**src/rtl/mesi_bus_pkg.sv**
```systemverilog
`default_nettype none
// ============================================================================
// Module      : mesi_bus_pkg
// Description : Shared message/response codes and FSM states for the MESI
//               snooping-bus controller.
// Revision    : 1.0 - initial release
// ============================================================================
package mesi_bus_pkg;

    localparam logic [1:0] MSG_NONE    = 2'b00;
    localparam logic [1:0] MSG_RD_MISS = 2'b01;
    localparam logic [1:0] MSG_WR_MISS = 2'b10;
    localparam logic [1:0] MSG_INV     = 2'b11;

    localparam logic [1:0] RSP_MISS  = 2'b00;
    localparam logic [1:0] RSP_CLEAN = 2'b01;
    localparam logic [1:0] RSP_DIRTY = 2'b10;
    localparam logic [1:0] RSP_RSVD  = 2'b11;

    typedef enum logic [2:0] {
        ST_IDLE   = 3'd0,
        ST_BCAST  = 3'd1,
        ST_SNOOP  = 3'd2,
        ST_MEM_RD = 3'd3,
        ST_WB     = 3'd4,
        ST_DONE   = 3'd5
    } state_t;

endpackage
`default_nettype wire

```
**src/rtl/mesi_bus_ctrl_rr_arbiter.sv**
```systemverilog
`default_nettype none
// ============================================================================
// Module      : rr_arbiter
// Description : Combinational round-robin pick: first unmasked requester at
//               or after the pointer, wrapping to 0.
// Revision    : 1.0 - initial release
// ============================================================================
module rr_arbiter
    import mesi_bus_pkg::*;
#(
    parameter int NUM_CACHES = 4,
    parameter int IDX_W      = $clog2(NUM_CACHES)
) (
    input  logic [NUM_CACHES-1:0] req,
    input  logic [NUM_CACHES-1:0] mask,
    input  logic [IDX_W-1:0]      ptr,
    output logic [NUM_CACHES-1:0] grant,
    output logic [IDX_W-1:0]      idx,
    output logic                  valid
);

    logic [NUM_CACHES-1:0] w_cand;

    always_comb begin
        w_cand = req & ~mask;
        grant  = '0;
        idx    = '0;
        valid  = 1'b0;
        for (int i = 0; i < NUM_CACHES; i++) begin
            int j;
            j = int'(ptr) + i;
            if (j >= NUM_CACHES) j = j - NUM_CACHES;
            if (!valid && w_cand[j]) begin
                valid    = 1'b1;
                grant[j] = 1'b1;
                idx      = IDX_W'(j);
            end
        end
    end

endmodule
`default_nettype wire

```
**src/rtl/mesi_bus_ctrl.sv**
```systemverilog
`default_nettype none
// ============================================================================
// Module      : mesi_bus_ctrl
// Description : Snooping-bus controller: arbitrates MESI bus requests,
//               broadcasts, gathers snoop replies, sequences memory/write-back.
// Revision    : 1.0 - initial release
// ============================================================================
module mesi_bus_ctrl
    import mesi_bus_pkg::*;
#(
    parameter int NUM_CACHES = 4,
    parameter int ADDR_W     = 8
) (
    input  logic                         clock,
    input  logic                         Reset,
    input  logic [2*NUM_CACHES-1:0]      req_msg,
    input  logic [ADDR_W*NUM_CACHES-1:0] req_addr,
    input  logic [2*NUM_CACHES-1:0]      snoop_resp,
    output logic [1:0]                   bus_msg,
    output logic [ADDR_W-1:0]            bus_addr,
    output logic [NUM_CACHES-1:0]        bus_src,
    output logic                         bus_valid,
    output logic                         mem_req,
    output logic                         mem_we,
    output logic [ADDR_W-1:0]            mem_addr,
    input  logic                         mem_ready,
    output logic [NUM_CACHES-1:0]        done,
    output logic                         shared_out,
    output logic                         busy,
    output logic                         err
);

    localparam int c_IDX_W = $clog2(NUM_CACHES);

    state_t                r_state;
    logic [c_IDX_W-1:0]    r_idx;
    logic [c_IDX_W-1:0]    r_ptr;
    logic [1:0]            r_msg;
    logic [ADDR_W-1:0]     r_addr;
    logic [NUM_CACHES-1:0] r_src;
    logic [NUM_CACHES-1:0] r_mask;
    logic                  r_shared;
    logic [1:0]            r_bus_msg;
    logic                  r_bus_valid;
    logic                  r_mem_req;
    logic                  r_mem_we;
    logic [NUM_CACHES-1:0] r_done;
    logic                  r_shared_out;
    logic                  r_busy;
    logic                  r_err;

    logic [NUM_CACHES-1:0] w_req_vec;
    logic [NUM_CACHES-1:0] w_gnt;
    logic [c_IDX_W-1:0]    w_gnt_idx;
    logic                  w_gnt_valid;
    logic [1:0]            w_sel_msg;
    logic [ADDR_W-1:0]     w_sel_addr;
    logic                  w_shared;
    logic                  w_rsvd;
    logic [3:0]            w_dirty_cnt;
    logic [c_IDX_W-1:0]    w_ptr_next;

    generate
        for (genvar g = 0; g < NUM_CACHES; g++) begin : g_req
            assign w_req_vec[g] = |req_msg[2*g +: 2];
        end
    endgenerate

    rr_arbiter #(
        .NUM_CACHES (NUM_CACHES),
        .IDX_W      (c_IDX_W)
    ) u_arb (
        .req   (w_req_vec),
        .mask  (r_mask),
        .ptr   (r_ptr),
        .grant (w_gnt),
        .idx   (w_gnt_idx),
        .valid (w_gnt_valid)
    );

    always_comb begin
        w_sel_msg  = MSG_NONE;
        w_sel_addr = '0;
        for (int i = 0; i < NUM_CACHES; i++) begin
            if (w_gnt[i]) begin
                w_sel_msg  = req_msg[2*i +: 2];
                w_sel_addr = req_addr[i*ADDR_W +: ADDR_W];
            end
        end
    end

    // The requester's own snoop reply is ignored.
    always_comb begin
        w_shared    = 1'b0;
        w_rsvd      = 1'b0;
        w_dirty_cnt = 4'd0;
        for (int i = 0; i < NUM_CACHES; i++) begin
            if (!r_src[i]) begin
                case (snoop_resp[2*i +: 2])
                    RSP_CLEAN: w_shared = 1'b1;
                    RSP_DIRTY: begin
                        w_shared    = 1'b1;
                        w_dirty_cnt = w_dirty_cnt + 4'd1;
                    end
                    RSP_RSVD:  w_rsvd = 1'b1;
                    default:   ;
                endcase
            end
        end
    end

    assign w_ptr_next = (r_idx == c_IDX_W'(NUM_CACHES - 1)) ? '0 : r_idx + c_IDX_W'(1);

    always_ff @(posedge clock) begin
        if (Reset) begin
            r_state      <= ST_IDLE;
            r_idx        <= '0;
            r_ptr        <= '0;
            r_msg        <= MSG_NONE;
            r_addr       <= '0;
            r_src        <= '0;
            r_mask       <= '0;
            r_shared     <= 1'b0;
            r_bus_msg    <= MSG_NONE;
            r_bus_valid  <= 1'b0;
            r_mem_req    <= 1'b0;
            r_mem_we     <= 1'b0;
            r_done       <= '0;
            r_shared_out <= 1'b0;
            r_busy       <= 1'b0;
            r_err        <= 1'b0;
        end else begin
            r_bus_valid <= 1'b0;
            r_bus_msg   <= MSG_NONE;
            r_done      <= '0;
            case (r_state)
                ST_IDLE: begin
                    // Last-served mask only lives for the first IDLE cycle.
                    r_mask <= '0;
                    if (w_gnt_valid) begin
                        r_idx       <= w_gnt_idx;
                        r_src       <= w_gnt;
                        r_msg       <= w_sel_msg;
                        r_addr      <= w_sel_addr;
                        r_bus_valid <= 1'b1;
                        r_bus_msg   <= w_sel_msg;
                        r_busy      <= 1'b1;
                        r_state     <= ST_BCAST;
                    end
                end
                ST_BCAST: r_state <= ST_SNOOP;
                ST_SNOOP: begin
                    r_shared <= w_shared;
                    if (w_dirty_cnt > 4'd1 || w_rsvd) r_err <= 1'b1;
                    if (r_msg == MSG_INV) begin
                        r_done       <= r_src;
                        r_shared_out <= w_shared;
                        r_state      <= ST_DONE;
                    end else if (w_dirty_cnt != 4'd0) begin
                        r_mem_req <= 1'b1;
                        r_mem_we  <= 1'b1;
                        r_state   <= ST_WB;
                    end else begin
                        r_mem_req <= 1'b1;
                        r_mem_we  <= 1'b0;
                        r_state   <= ST_MEM_RD;
                    end
                end
                ST_MEM_RD, ST_WB: begin
                    if (mem_ready) begin
                        r_mem_req    <= 1'b0;
                        r_mem_we     <= 1'b0;
                        r_done       <= r_src;
                        r_shared_out <= r_shared;
                        r_state      <= ST_DONE;
                    end
                end
                ST_DONE: begin
                    r_ptr   <= w_ptr_next;
                    r_mask  <= r_src;
                    r_busy  <= 1'b0;
                    r_state <= ST_IDLE;
                end
                default: r_state <= ST_IDLE;
            endcase
        end
    end

    assign bus_msg    = r_bus_msg;
    assign bus_addr   = r_addr;
    assign bus_src    = r_src;
    assign bus_valid  = r_bus_valid;
    assign mem_req    = r_mem_req;
    assign mem_we     = r_mem_we;
    assign mem_addr   = r_addr;
    assign done       = r_done;
    assign shared_out = r_shared_out;
    assign busy       = r_busy;
    assign err        = r_err;

endmodule
`default_nettype wire

```
**config.mk**
```make
export PLATFORM = sky130hd
export DESIGN_NAME = mesi_bus_ctrl
export DESIGN_NICKNAME = d
export VERILOG_FILES = /design/src/rtl/mesi_bus_pkg.sv /design/src/rtl/mesi_bus_ctrl_rr_arbiter.sv /design/src/rtl/mesi_bus_ctrl.sv
export SDC_FILE = /design/constraint.sdc
export NUM_CORES = 1
export LEC_CHECK = 0
export CAP_MARGIN = 20
export CELL_PAD_IN_SITES_DETAIL_PLACEMENT = 0
export CELL_PAD_IN_SITES_GLOBAL_PLACEMENT = 1
export CORE_MARGIN = 2
export CORE_UTILIZATION = 35
export DETAILED_ROUTE_END_ITERATION = 6
export PLACE_DENSITY = 0.79
export SLEW_MARGIN = 10
export SYNTH_ARGS = -nofsm -noshare
export SYNTH_HDL_FRONTEND = slang
export SYNTH_SLANG_ARGS = --single-unit
```
**constraint.sdc**
```tcl
create_clock -name clock -period 4.1 [get_ports clock]
set_input_delay 0.82 -clock clock [delete_from_list [all_inputs] [get_ports clock]]
set_output_delay 0.82 -clock clock [all_outputs]
set_load 0.01 [all_outputs]
```
# Word level (Yosys, flattened, before mapping)
# Cells that the tools add are included.
# totals
in_bits	51
elab_cells	192
reg_bits	38
# classes
n_reduce_logical	32
n_eq_ne	23
add_sub_neg	11
n_bitwise	7
order_cmp	13
muxes	90
# op_table
op	count
32-bit by 1-bit greater-or-equal comparator with 1-bit output, second input constant	4
32-bit by 4-bit less-than comparator with 1-bit output, second input constant	4
32-bit 2-to-1 mux	4
32-bit by 4-bit greater-or-equal comparator with 1-bit output, second input constant	3
32-bit by 4-bit subtractor with 32-bit output, second input constant	3
4-bit 2-to-1 mux	12
1-bit 2-to-1 mux	42
8-bit 2-to-1 mux	4
2-bit == test, second input constant	10
2-bit OR reduction	10
2-bit 2-to-1 mux	9
4-bit case mux with 2 select lines	2
4-bit by 1-bit adder with 4-bit output, second input constant	3
3-bit 2-to-1 mux	4
4-bit bitwise OR	3
3-bit case mux with 4 select lines	1
1-bit binary-select mux with 2-bit select	4
1-bit demux with 2-bit select	4
2-bit by 1-bit == test with 1-bit output, second input constant	4
1-bit case mux with 2 select lines	4
2-bit AND reduction	4
1-bit logical AND	7
2-bit by 2-bit adder with 3-bit output, second input constant	2
3-bit by 2-bit == test with 1-bit output, second input constant	2
other kinds (19)	27

# Depth between registers and ports, before layout
# Gate-level depths: netlist of run 1.
# depth
depth_word	19
depth_mapped	12

# Cells and area by module
# From an unflattened synthesis of run 1, not the netlist that was laid out.
# unflattened
hier_cells	340
area_unflattened_um2	2743.9
# by_module_without_submodules
module	cells_each	n_inst	area_per_inst_um2
mesi_bus_ctrl	276	1	2212.1
rr_arbiter	64	1	531.8

# Worst setup path before layout of run 1
# Ideal clock, no wire load.
# synth_timing
path_kind	input to register
from	in snoop_resp[0]
to	reg r_mem_we (netlist: mem_we)
stages	10
setup_ns	0.132
arrival_ns	2.928
setup_slack_ns	1.040
t_required_ns	3.968
path_cell_list	inv_1 > ha_1 > nor2b_1 > ha_1 > mux2_2 > ha_1 > o41ai_1 > nor3b_1 > o21ai_0 > a21oi_1
# synth_between
elab_chain_cells	16
# synth_lines
element	line_no	source
from (decl)	mesi_bus_ctrl.sv:18	input logic [2*NUM_CACHES-1:0] snoop_resp,
2-bit == test (*)	mesi_bus_ctrl.sv:99	case (snoop_resp[2*i +: 2])
1-bit 2-to-1 mux (*)	mesi_bus_ctrl.sv:99	
1-bit 2-to-1 mux (*)	mesi_bus_ctrl.sv:98	if (!r_src[i]) begin
4-bit by 1-bit adder with 4-bit output	mesi_bus_ctrl.sv:103	w_dirty_cnt = w_dirty_cnt + 4'd1;
4-bit 2-to-1 mux	mesi_bus_ctrl.sv:99	
4-bit 2-to-1 mux (*)	mesi_bus_ctrl.sv:98	
4-bit by 1-bit adder with 4-bit output	mesi_bus_ctrl.sv:103	
4-bit 2-to-1 mux	mesi_bus_ctrl.sv:99	
4-bit 2-to-1 mux (*)	mesi_bus_ctrl.sv:98	
4-bit by 1-bit adder with 4-bit output	mesi_bus_ctrl.sv:103	
4-bit 2-to-1 mux	mesi_bus_ctrl.sv:99	
4-bit 2-to-1 mux (*)	mesi_bus_ctrl.sv:98	
4-bit nonzero test (*)	mesi_bus_ctrl.sv:159	end else if (w_dirty_cnt != 4'd0) begin
1-bit 2-to-1 mux (*)	mesi_bus_ctrl.sv:159	
1-bit 2-to-1 mux (*)	mesi_bus_ctrl.sv:155	if (r_msg == MSG_INV) begin
1-bit case mux with 2 select lines (*)	mesi_bus_ctrl.sv:136	case (r_state)
to (signal assigned)	mesi_bus_ctrl.sv:161	r_mem_we <= 1'b1;
to (signal assigned)	mesi_bus_ctrl.sv:165	r_mem_we <= 1'b0;
to (signal assigned)	mesi_bus_ctrl.sv:172	r_mem_we <= 1'b0;
to (decl)	mesi_bus_ctrl.sv:46	logic r_mem_we;
# Every way passes the cells marked *; elsewhere a longest branch is shown, timed or not. The select of a mux whose other input is x is not followed.
# A chain may end at the register's enable or synchronous reset.

# Worst setup path after layout of run 1
# layout_timing
from	in req_msg[3]
to	reg r_msg[0]
# layout_between
elab_chain_cells	19
word_cells_on_any_way	36
classes_between	mux: 24; bitwise: 4; reduce/logical: 8
# layout_lines
element	line_no	source
from (decl)	mesi_bus_ctrl.sv:16	input logic [2*NUM_CACHES-1:0] req_msg,
2-bit OR reduction (*)	mesi_bus_ctrl.sv:65	assign w_req_vec[g] = |req_msg[2*g +: 2];
4-bit AND (*)	mesi_bus_ctrl_rr_arbiter.sv:25	w_cand = req & ~mask;
1-bit binary-select mux with 2-bit select	mesi_bus_ctrl_rr_arbiter.sv:33	if (!valid && w_cand[j]) begin
1-bit 2-to-1 mux (implied by the code) (2 in a row)	mesi_bus_ctrl_rr_arbiter.sv:33	
1-bit 2-to-1 mux	mesi_bus_ctrl_rr_arbiter.sv:33	
1-bit logical NOT	mesi_bus_ctrl_rr_arbiter.sv:33	
1-bit logical AND	mesi_bus_ctrl_rr_arbiter.sv:33	
1-bit 2-to-1 mux	mesi_bus_ctrl_rr_arbiter.sv:33	
1-bit logical NOT	mesi_bus_ctrl_rr_arbiter.sv:33	
1-bit logical AND	mesi_bus_ctrl_rr_arbiter.sv:33	
1-bit 2-to-1 mux	mesi_bus_ctrl_rr_arbiter.sv:33	
1-bit logical NOT	mesi_bus_ctrl_rr_arbiter.sv:33	
1-bit logical AND	mesi_bus_ctrl_rr_arbiter.sv:33	
4-bit 2-to-1 mux	mesi_bus_ctrl_rr_arbiter.sv:33	
2-bit 2-to-1 mux (4 in a row)	mesi_bus_ctrl.sv:85	if (w_gnt[i]) begin
to (signal assigned)	mesi_bus_ctrl.sv:143	r_msg <= w_sel_msg;
to (decl)	mesi_bus_ctrl.sv:38	logic [1:0] r_msg;
# Marked as above.

==> impl_metrics.ini, run 1 <==
[cts]
htreeDepth = 2
insertion_delay_ns = 0.30
cts_num_sinks = 38
ctsLongestPathBuffers = 2
cts-buffers-inserted = 5
cts-root-buf = clkbuf_8
post_cts_resize_count = 0
cts_setup_buffers = 0
clkTransAtPathRegs_ns = 0.09
cts_tree = yes
ctsHoldBuffers = 0

[yosys]
netlist_top_cells_count = nor2_1, dfxtp_1, a21oi_1
ys_ff_latch = 38
ys.flop_type = dfxtp_1
syn_area_um2 = 2760
ys_types = 53
synth_top_area_share_pct = 27.6
synthTopCellsByArea = dfxtp_1, ha_1, nor2_1
synth_edf_count = 0
yosysMostFrequentCell = nor2_1
synth-async-reset-ratio_pct = 0
synthCells = 335
yosysWarnings = 0
yosys.area.top_type = dfxtp_1
syn_avg_cell_area_um2 = 8.24
synth_seq_area_share_pct = 27.6
syn_nets = 404

[sta]
setup_viol = 0
worstMarginPinSlew_ns = 0.446
clock_skew_ns = 0.00757
hold_violations = 0
layout_setup_ws_ns = 0.762
finalMaxSlewViolations = 0
fmax_mhz = 300
finalCriticalPeriod_ns = 3.34
slew_headroom_pct = 69.5
tns_ns = 0
grt_setup_unrepaired = false
finalCritPeriodShare_pct = 81.4

[grt]
antenna_found_initial = 0
grt_pass1_wl_um = 13500
gr-total-overflow = 0
grt_pass1_vias = 2614
grt_max_degree = 24
gr-usage-all-layers_pct = 19.8

[pwr]
pwr-share-seq_pct = 32.3
p_int_mw = 1.09
total_power_mw = 1.71
p_sw_share_pct = 36.4
clockPowerShare_pct = 23.2
power_density_nw_per_um2 = 448
p_leak_nw = 1.43
comb_power_share_pct = 44.5
p_sw_uw = 623
ir_drop_uv = 189

[min_path]
hold_path.class = reg2reg

[drt]
ant_nets = 0
avgRoutedWirePerCell_um = 16.5
routed_via_density = 5.44
drt_pass1_iterations = 4
first_iter_violations = 194
drc_errors = 0
routed_wl_um = 8520
vias = 2813

[placement]
dp_hpwl_um = 6450
preCtsSetupSlack_ns = 0.423
routabilityCongestion = 0.885
io_buffers = 82

[worst_setup_path]
critPathMaxStageDelay_ns = 0.61
path_class = in2reg
critPathTopFamily = compound AO/OA/AOI/OAI gates
cp_num_buf_inv = 1
worst-path-max-fanout = 11
crit_required_ns = 4.28
critical_path.cell_chain = clkdlybuf4s50_1, o21ba_1, mux4_2, and2_1, or3_4, a221oi_2, o211ai_1
start_kind = input port
cp_slowest_cell = mux4_2
crit_path_end_kind = flop
cp.arrival_ns = 3.52

[floorplan]
die_h_um = 92.8
die_x_um = 92.8
io_pins = 83
rows = 32
core_area_um2 = 7690
die_area_um2 = 8610
initial_core_util_pct = 35.9

[finish]
nets = 483
fillers = 755
area_growth_pct = 38.3
drive_gt1_share_pct = 9.40
n_antenna_cell = 0

[job]
maxCapViolations = 0

[outcome]
status = finished clean
==> worst reg2reg max path, cell delays in order (launching register included) <==
cell and delay, ns:
dfxtp_1 0.33, inv_2 0.18, ha_1 0.30, inv_2 0.13
mux4_2 0.58, o2111a_1 0.29, or3_4 0.45, a221oi_2 0.38
o211ai_1 0.14
==> logic make-up after synthesis <==
family	synth area share (%)
buffers and inverters	7.07
AOI/OAI and AO/OA	29.0
and+or+nand+nor	21.6
adders and majority gates	8.16
muxes	6.66
DFF	27.6
==> sequential cells by signal, summed over array words and instances (netlist names), 2 cells and up <==
name / flops
r_mask: 4
r_idx: 2
bus_addr: 8
done: 4
r_ptr: 2
bus_msg: 2
r_state: 3
r_msg: 2
bus_src: 4
==> routing by layer <==
metal  vias up  GRT usage [%]  routed length (um)
met5         -              0                   0
met4         0           4.90                 105
met3         8           3.01                 465
met2        84           29.8                3930
met1      1319           29.3                4020
li1       1402              -                   -
==> area by class of cell <==
cell class	count	area, um^2	share of cell area [%]
clock buffers	5	68.8	1.80
inverters	14	52.6	1.38
clock inverters	3	68.8	1.80
flip-flops and latches	38	761	19.9
well taps	102	128	3.34
multi-input cells	258	1800	47.3
repair buffers	97	933	24.5
==> path summary, 6_finish.rpt <==
| check | endpoint | start | slack, ns | cells after the start |
|---|---|---|---|---|
| max | r_msg[0] | req_msg[3] | 0.76 | 7 |
| min | shared_out | shared_out | 0.47 | 2 |
| max reg2reg | r_msg[0] | r_ptr[1] | 1.19 | 8 |
| min reg2reg | shared_out | shared_out | 0.47 | 2 |
==> cells in the final DEF, fill, tap and decap left out, types with 5 or more instances in the layout <==
| master | Yosys | final |
|---|---|---|
| inv_1 | 12 | 12 |
| o22ai_1 | 5 | 5 |
| a221oi_1 | 8 | 8 |
| o21bai_1 | 6 | 6 |
| o31ai_1 | 9 | 9 |
| o2111ai_1 | 5 | 5 |
| dfxtp_1 | 38 | 38 |
| and2_1 | 7 | 7 |
| o21ai_0 | 6 | 6 |
| buf_4 | 8 | 15 |
| clkdlybuf4s50_1 | 0 | 82 |
| nor2_1 | 39 | 39 |
| nor4b_1 | 10 | 10 |
| ha_1 | 18 | 18 |
| mux2i_1 | 6 | 6 |
| nand3_1 | 7 | 7 |
| mux4_2 | 5 | 5 |
| nand2_1 | 25 | 25 |
| a21oi_1 | 29 | 29 |
| nor2b_1 | 9 | 9 |
| nand2b_1 | 5 | 5 |
| clkbuf_8 | 0 | 5 |
| o211ai_1 | 5 | 5 |
| a22oi_1 | 9 | 9 |
==> power by group through the flow <==
stage               sequential, mW  clock (mW)  combinational [mW]
global placement             0.558           0               0.751
detailed placement           0.560           0               0.755
CTS                          0.552       0.404               0.760
global route                 0.568       0.419               0.835
floorplan                    0.555           0               0.436
finish                       0.552       0.397               0.760
==> stage by stage <==
stage | cell area [um^2] | hold WS, ns | utilization (%) | instances
2_1_floorplan | 2760 | 0.476 | - | 335
6_report | 3820 | 0.472 | 49.6 | 517
3_5_place_dp | 3670 | 0.460 | 47.8 | 508
3_3_place_gp | 3670 | 0.455 | 47.8 | 508
4_1_cts | 3810 | 0.472 | 49.5 | 516
5_1_grt | 3820 | 0.524 | 49.6 | 517
Power figures use the tool's default switching activity.
==> run 2: changes to the inputs <==
--- a/config.mk
+++ b/config.mk
@@ -9,9 +9,9 @@
 export CELL_PAD_IN_SITES_DETAIL_PLACEMENT = 0
 export CELL_PAD_IN_SITES_GLOBAL_PLACEMENT = 1
 export CORE_MARGIN = 2
-export CORE_UTILIZATION = 35
+export CORE_UTILIZATION = 31
 export DETAILED_ROUTE_END_ITERATION = 6
-export PLACE_DENSITY = 0.79
+export PLACE_DENSITY = 0.74
 export SLEW_MARGIN = 10
 export SYNTH_ARGS = -nofsm -noshare
 export SYNTH_HDL_FRONTEND = slang
==> constraint.sdc (replaced) <==
create_clock -name clock -period 2.9 [get_ports clock]
set_input_delay 0.58 -clock clock [delete_from_list [all_inputs] [get_ports clock]]
set_output_delay 0.58 -clock clock [all_outputs]
set_load 0.01 [all_outputs]
==> impl_metrics.ini, run 2 (synthesis results as in run 1) <==
[worst_setup_path]
r2r_end = bus_addr[4]
crit_path_end_kind = flop
crit_end = bus_addr[4]
crit_required_ns = 3.08
cp-startpoint = req_msg[4]
start_kind = input port
regToRegSetupSlack_ns = 0.17
worst-path-max-fanout = 11
reg2reg_from = r_ptr[0]
cp.arrival_ns = 3.03
path_class = in2reg
rr_worst_depth = 8

[floorplan]
die_x_um = 98.4
core_area_um2 = 8680
rows = 34
die_h_um = 98.4
initial_core_util_pct = 31.8
die_area_um2 = 9670
io_pins = 83

[pwr]
p_leak_nw = 1.63
ir_drop_uv = 267
power_density_nw_per_um2 = 602

[sta]
grt_setup_unrepaired = true
finalCriticalPeriod_ns = 2.85
layout_setup_ws_ns = 0.0497
setup_viol = 0
fmax_mhz = 351
clock_skew_ns = 0.00798
slew_headroom_pct = 69.9
finalCritPeriodShare_pct = 98.3
finalMaxSlewViolations = 0
hold_violations = 0
worstMarginPinSlew_ns = 0.448

[finish]
final_cells = 558
layout.cells.most_common = clkdlybuf4s50_1
largest_reg_flops = 8
area_growth_pct = 52.2
n_antenna_cell = 0
fillers = 854
drive_gt1_share_pct = 18.4
mostFrequentLayoutCells = clkdlybuf4s50_1, buf_4, nor2_1
nets = 518

[drt]
routed_via_density = 5.30
routed_wl_um = 8800
avgRoutedWirePerCell_um = 15.8
vias = 2955
drt_pass1_iterations = 5
drc_errors = 0
first_iter_violations = 123
ant_nets = 0

[placement]
preCtsSetupSlack_ns = -0.392
dp_cells = 549
routabilityCongestion = 0.958
io_buffers = 82
dp_hpwl_um = 6770

[cts]
ctsHoldBuffers = 0
ctsLongestPathBuffers = 2
clkTransAtPathRegs_ns = 0.09
insertion_delay_ns = 0.30
cts-root-buf = clkbuf_8
cts_num_sinks = 38
cts-buffers-inserted = 5
cts_tree = yes
htreeDepth = 2

[grt]
antenna_found_initial = 0
grt_max_degree = 24
gr-usage-all-layers_pct = 17.9
gr-total-overflow = 0
grt_pass1_wl_um = 14200
grt_pass1_vias = 2800

[min_path]
hold_path.class = reg2reg

[job]
maxCapViolations = 0

[outcome]
status = finished clean
==> run 2: through the flow <==
stage	hold slack, ns	instance area (um^2)	utilization, %	TNS (ns)	power [mW]
finish	0.470	4200	48.4	0	2.53
detailed placement	0.461	4010	46.2	-4.32	1.95
global placement	0.454	4010	46.2	-3.83	1.95
CTS	0.476	4160	48.0	0	2.52
global route	0.499	4200	48.4	-0.0800	2.69
floorplan	0.476	2760	-	0	1.40
==> run 2: worst max-delay path, cell delays in order <==
cell             delay, ns
clkdlybuf4s50_1       0.46
o21ba_2               0.26
mux4_2                0.49
o2111a_1              0.27
or3_4                 0.46
a221oi_1              0.38
o31ai_1               0.13
==> run 2: power breakdown <==
group / internal [mW] / switching (mW) / leakage, nW
clock network: 0.345 / 0.209 / 0.0683
registers: 0.646 / 0.126 / 0.312
logic: 0.630 / 0.572 / 1.25
==> run 2: worst min-delay path by stage <==
stage	start	endpoint	slack, ns	cells past startpoint
4_1_cts	shared_out	shared_out	0.48	2
3_3_place_gp	err	err	0.45	2
2_1_floorplan	r_mask[1]	r_mask[1]	0.48	2
5_1_grt	shared_out	shared_out	0.50	2
3_5_place_dp	err	err	0.46	2
6_report	shared_out	shared_out	0.47	2
==> run 2: timing repair <==
action | in CTS | in global routing
resized for setup | 2 | 7
setup endpoints to repair | 3 | 9
pin swaps | 0 | 4
buffers inserted | 0 | 1
==> run 2: per-layer routing <==
layer | track usage, % | up-vias | share of wire [%]
met2 | 28.7 | 68 | 48
met5 | 0 | - | 0
met4 | 4.53 | 0 | 1.1
met3 | 2.29 | 9 | 4.3
met1 | 25.4 | 1402 | 46
li1 | - | 1476 | -
==> run 2: area by class of cell <==
type                    count  area (um^2)  share of cell area (%)
multi-input cells         258         1850                    44.1
repair buffers            132         1260                    30.0
flip-flops and latches     38          763                    18.2
well taps                 108          135                    3.22
clock buffers               5         68.8                    1.64
clock inverters             3         68.8                    1.64
inverters                  14         52.6                    1.25
==> run 3: changes to the inputs <==
--- a/config.mk
+++ b/config.mk
@@ -8,7 +8,7 @@
 export CAP_MARGIN = 20
 export CELL_PAD_IN_SITES_DETAIL_PLACEMENT = 0
 export CELL_PAD_IN_SITES_GLOBAL_PLACEMENT = 1
-export CORE_MARGIN = 2
+export CORE_MARGIN = 4
 export CORE_UTILIZATION = 31
 export DETAILED_ROUTE_END_ITERATION = 6
 export PLACE_DENSITY = 0.74
==> impl_metrics.ini, run 3 (synthesis results as in run 1) <==
[finish]
regArea_um2 = 763
n_antenna_cell = 0
area_growth_pct = 56.0
fillers = 837
mostFrequentLayoutCells = clkdlybuf4s50_1, buf_4, nor2_1
nets = 522
drive_gt1_share_pct = 20.9
multi_input_area_um2 = 1920
finalCoreUtilization_pct = 49.6
layout.cells.most_common = clkdlybuf4s50_1
largest_reg_flops = 8

[worst_setup_path]
reg2reg_from = r_ptr[0]
cp_slowest_cell = mux4_2
regToRegSetupSlack_ns = 0.15
crit_required_ns = 3.09
path_class = in2reg
critPathMaxStageDelay_ns = 0.52
r2r_end = bus_addr[2]
crit_end = bus_addr[2]
rr_worst_depth = 8
crit_path_end_kind = flop
worst-path-max-fanout = 11
start_kind = input port
cp-startpoint = req_msg[5]
critical_path.cell_chain = clkdlybuf4s50_1, o21ba_4, mux4_2, o2111a_1, or3_4, a221oi_1, o31ai_1
cp.arrival_ns = 3.07

[job]
maxCapViolations = 0

[sta]
clock_skew_ns = 0.0105
finalCritPeriodShare_pct = 99.4
hold_violations = 0
worstMarginPinSlew_ns = 0.483
finalMaxSlewViolations = 0
grt_setup_unrepaired = true
setup_viol = 0
fmax_mhz = 347
finalCriticalPeriod_ns = 2.88
slew_headroom_pct = 67.6
whs_ns = 0.473

[pwr]
p_leak_nw = 1.69
p_sw_uw = 927
comb_power_share_pct = 48.0
total_power_mw = 2.57
p_int_mw = 1.64
ir_drop_uv = 327
clockPowerShare_pct = 21.9
power_density_nw_per_um2 = 597
p_sw_share_pct = 36.1
pwr-share-seq_pct = 30.1

[drt]
vias = 3005
drc_errors = 0
avgRoutedWirePerCell_um = 16.2
drt_pass1_iterations = 5
ant_nets = 0
routed_via_density = 5.35
routed_wl_um = 9120
first_iter_violations = 123

[grt]
gr-usage-all-layers_pct = 17.7
grt_pass1_wl_um = 14700
antenna_found_initial = 0
grt_max_degree = 24
gr-total-overflow = 0
grt_pass1_vias = 3035

[placement]
io_buffers = 82
routabilityCongestion = 0.955
dp_hpwl_um = 7050

[outcome]
status = finished clean

[cts]
ctsLongestPathBuffers = 2
cts_setup_buffers = 0
cts-root-buf = clkbuf_8
cts_tree = yes
clkTransAtPathRegs_ns = 0.09
cts_num_sinks = 38
insertion_delay_ns = 0.30
htreeDepth = 2
cts-buffers-inserted = 5

[floorplan]
die_area_um2 = 10500
core_area_um2 = 8680
die_x_um = 102
rows = 34
initial_core_util_pct = 31.8
die_h_um = 102
io_pins = 83

[min_path]
whs_path_depth = 2
hold_path.class = reg2reg
-- run 3: worst min-delay path by stage --
stage | slack (ns) | startpoint | end
2_1_floorplan | 0.48 | r_mask[1] | r_mask[1]
3_3_place_gp | 0.45 | shared_out | shared_out
3_5_place_dp | 0.46 | shared_out | shared_out
4_1_cts | 0.48 | shared_out | shared_out
5_1_grt | 0.54 | r_idx[1] | r_idx[1]
6_report | 0.47 | shared_out | shared_out
-- run 3: metrics by stage --
stage	setup WS [ns]	setup TNS (ns)	instance area (um^2)	std cells
after global routing	-0.0337	-0.126	4310	562
final	0.0173	0	4310	562
after floorplan	0.00966	0	2760	335
after detailed placement	-0.400	-4.72	4040	554
after CTS	0.0427	0	4200	562
after global placement	-0.369	-4.38	4040	554
-- run 3: layer usage --
layer	track usage, %	up-vias	wire length [um]
met5	0	-	0
met4	6.16	0	129
met3	2.46	12	359
met2	28.4	69	4460
met1	24.2	1443	4170
li1	-	1481	-
-- run 3: repair_timing --
| item | 4_1_cts | 5_1_grt |
|---|---|---|
| gates resized for setup | 3 | 21 |
| endpoints found under the setup margin | 3 | 16 |
| hold buffers | 0 | 0 |
| pin swaps | 1 | 5 |
-- run 3: layout make-up --
cell class / instances / area share, %
multi-input cells: 258 / 44.6
clock inverters: 3 / 1.60
clock buffers: 5 / 1.60
flip-flops and latches: 38 / 17.7
well taps: 108 / 3.14
repair buffers: 136 / 30.1
inverters: 14 / 1.22
-- run 3: worst max-delay path: cells and delay by family --
family | cells | cell delay [ns]
and+or+nand+nor | 1 | 0.47
muxes | 1 | 0.52
AOI/OAI and AO/OA | 4 | 1.03
buffers and inverters | 1 | 0.47
-- run 3: power by group through the flow --
stage	clock [mW]	combinational (mW)	sequential, mW
finish	0.562	1.23	0.773
global route	0.592	1.35	0.794
CTS	0.572	1.19	0.773
detailed placement	0	1.18	0.785
global placement	0	1.17	0.779
floorplan	0	0.616	0.785
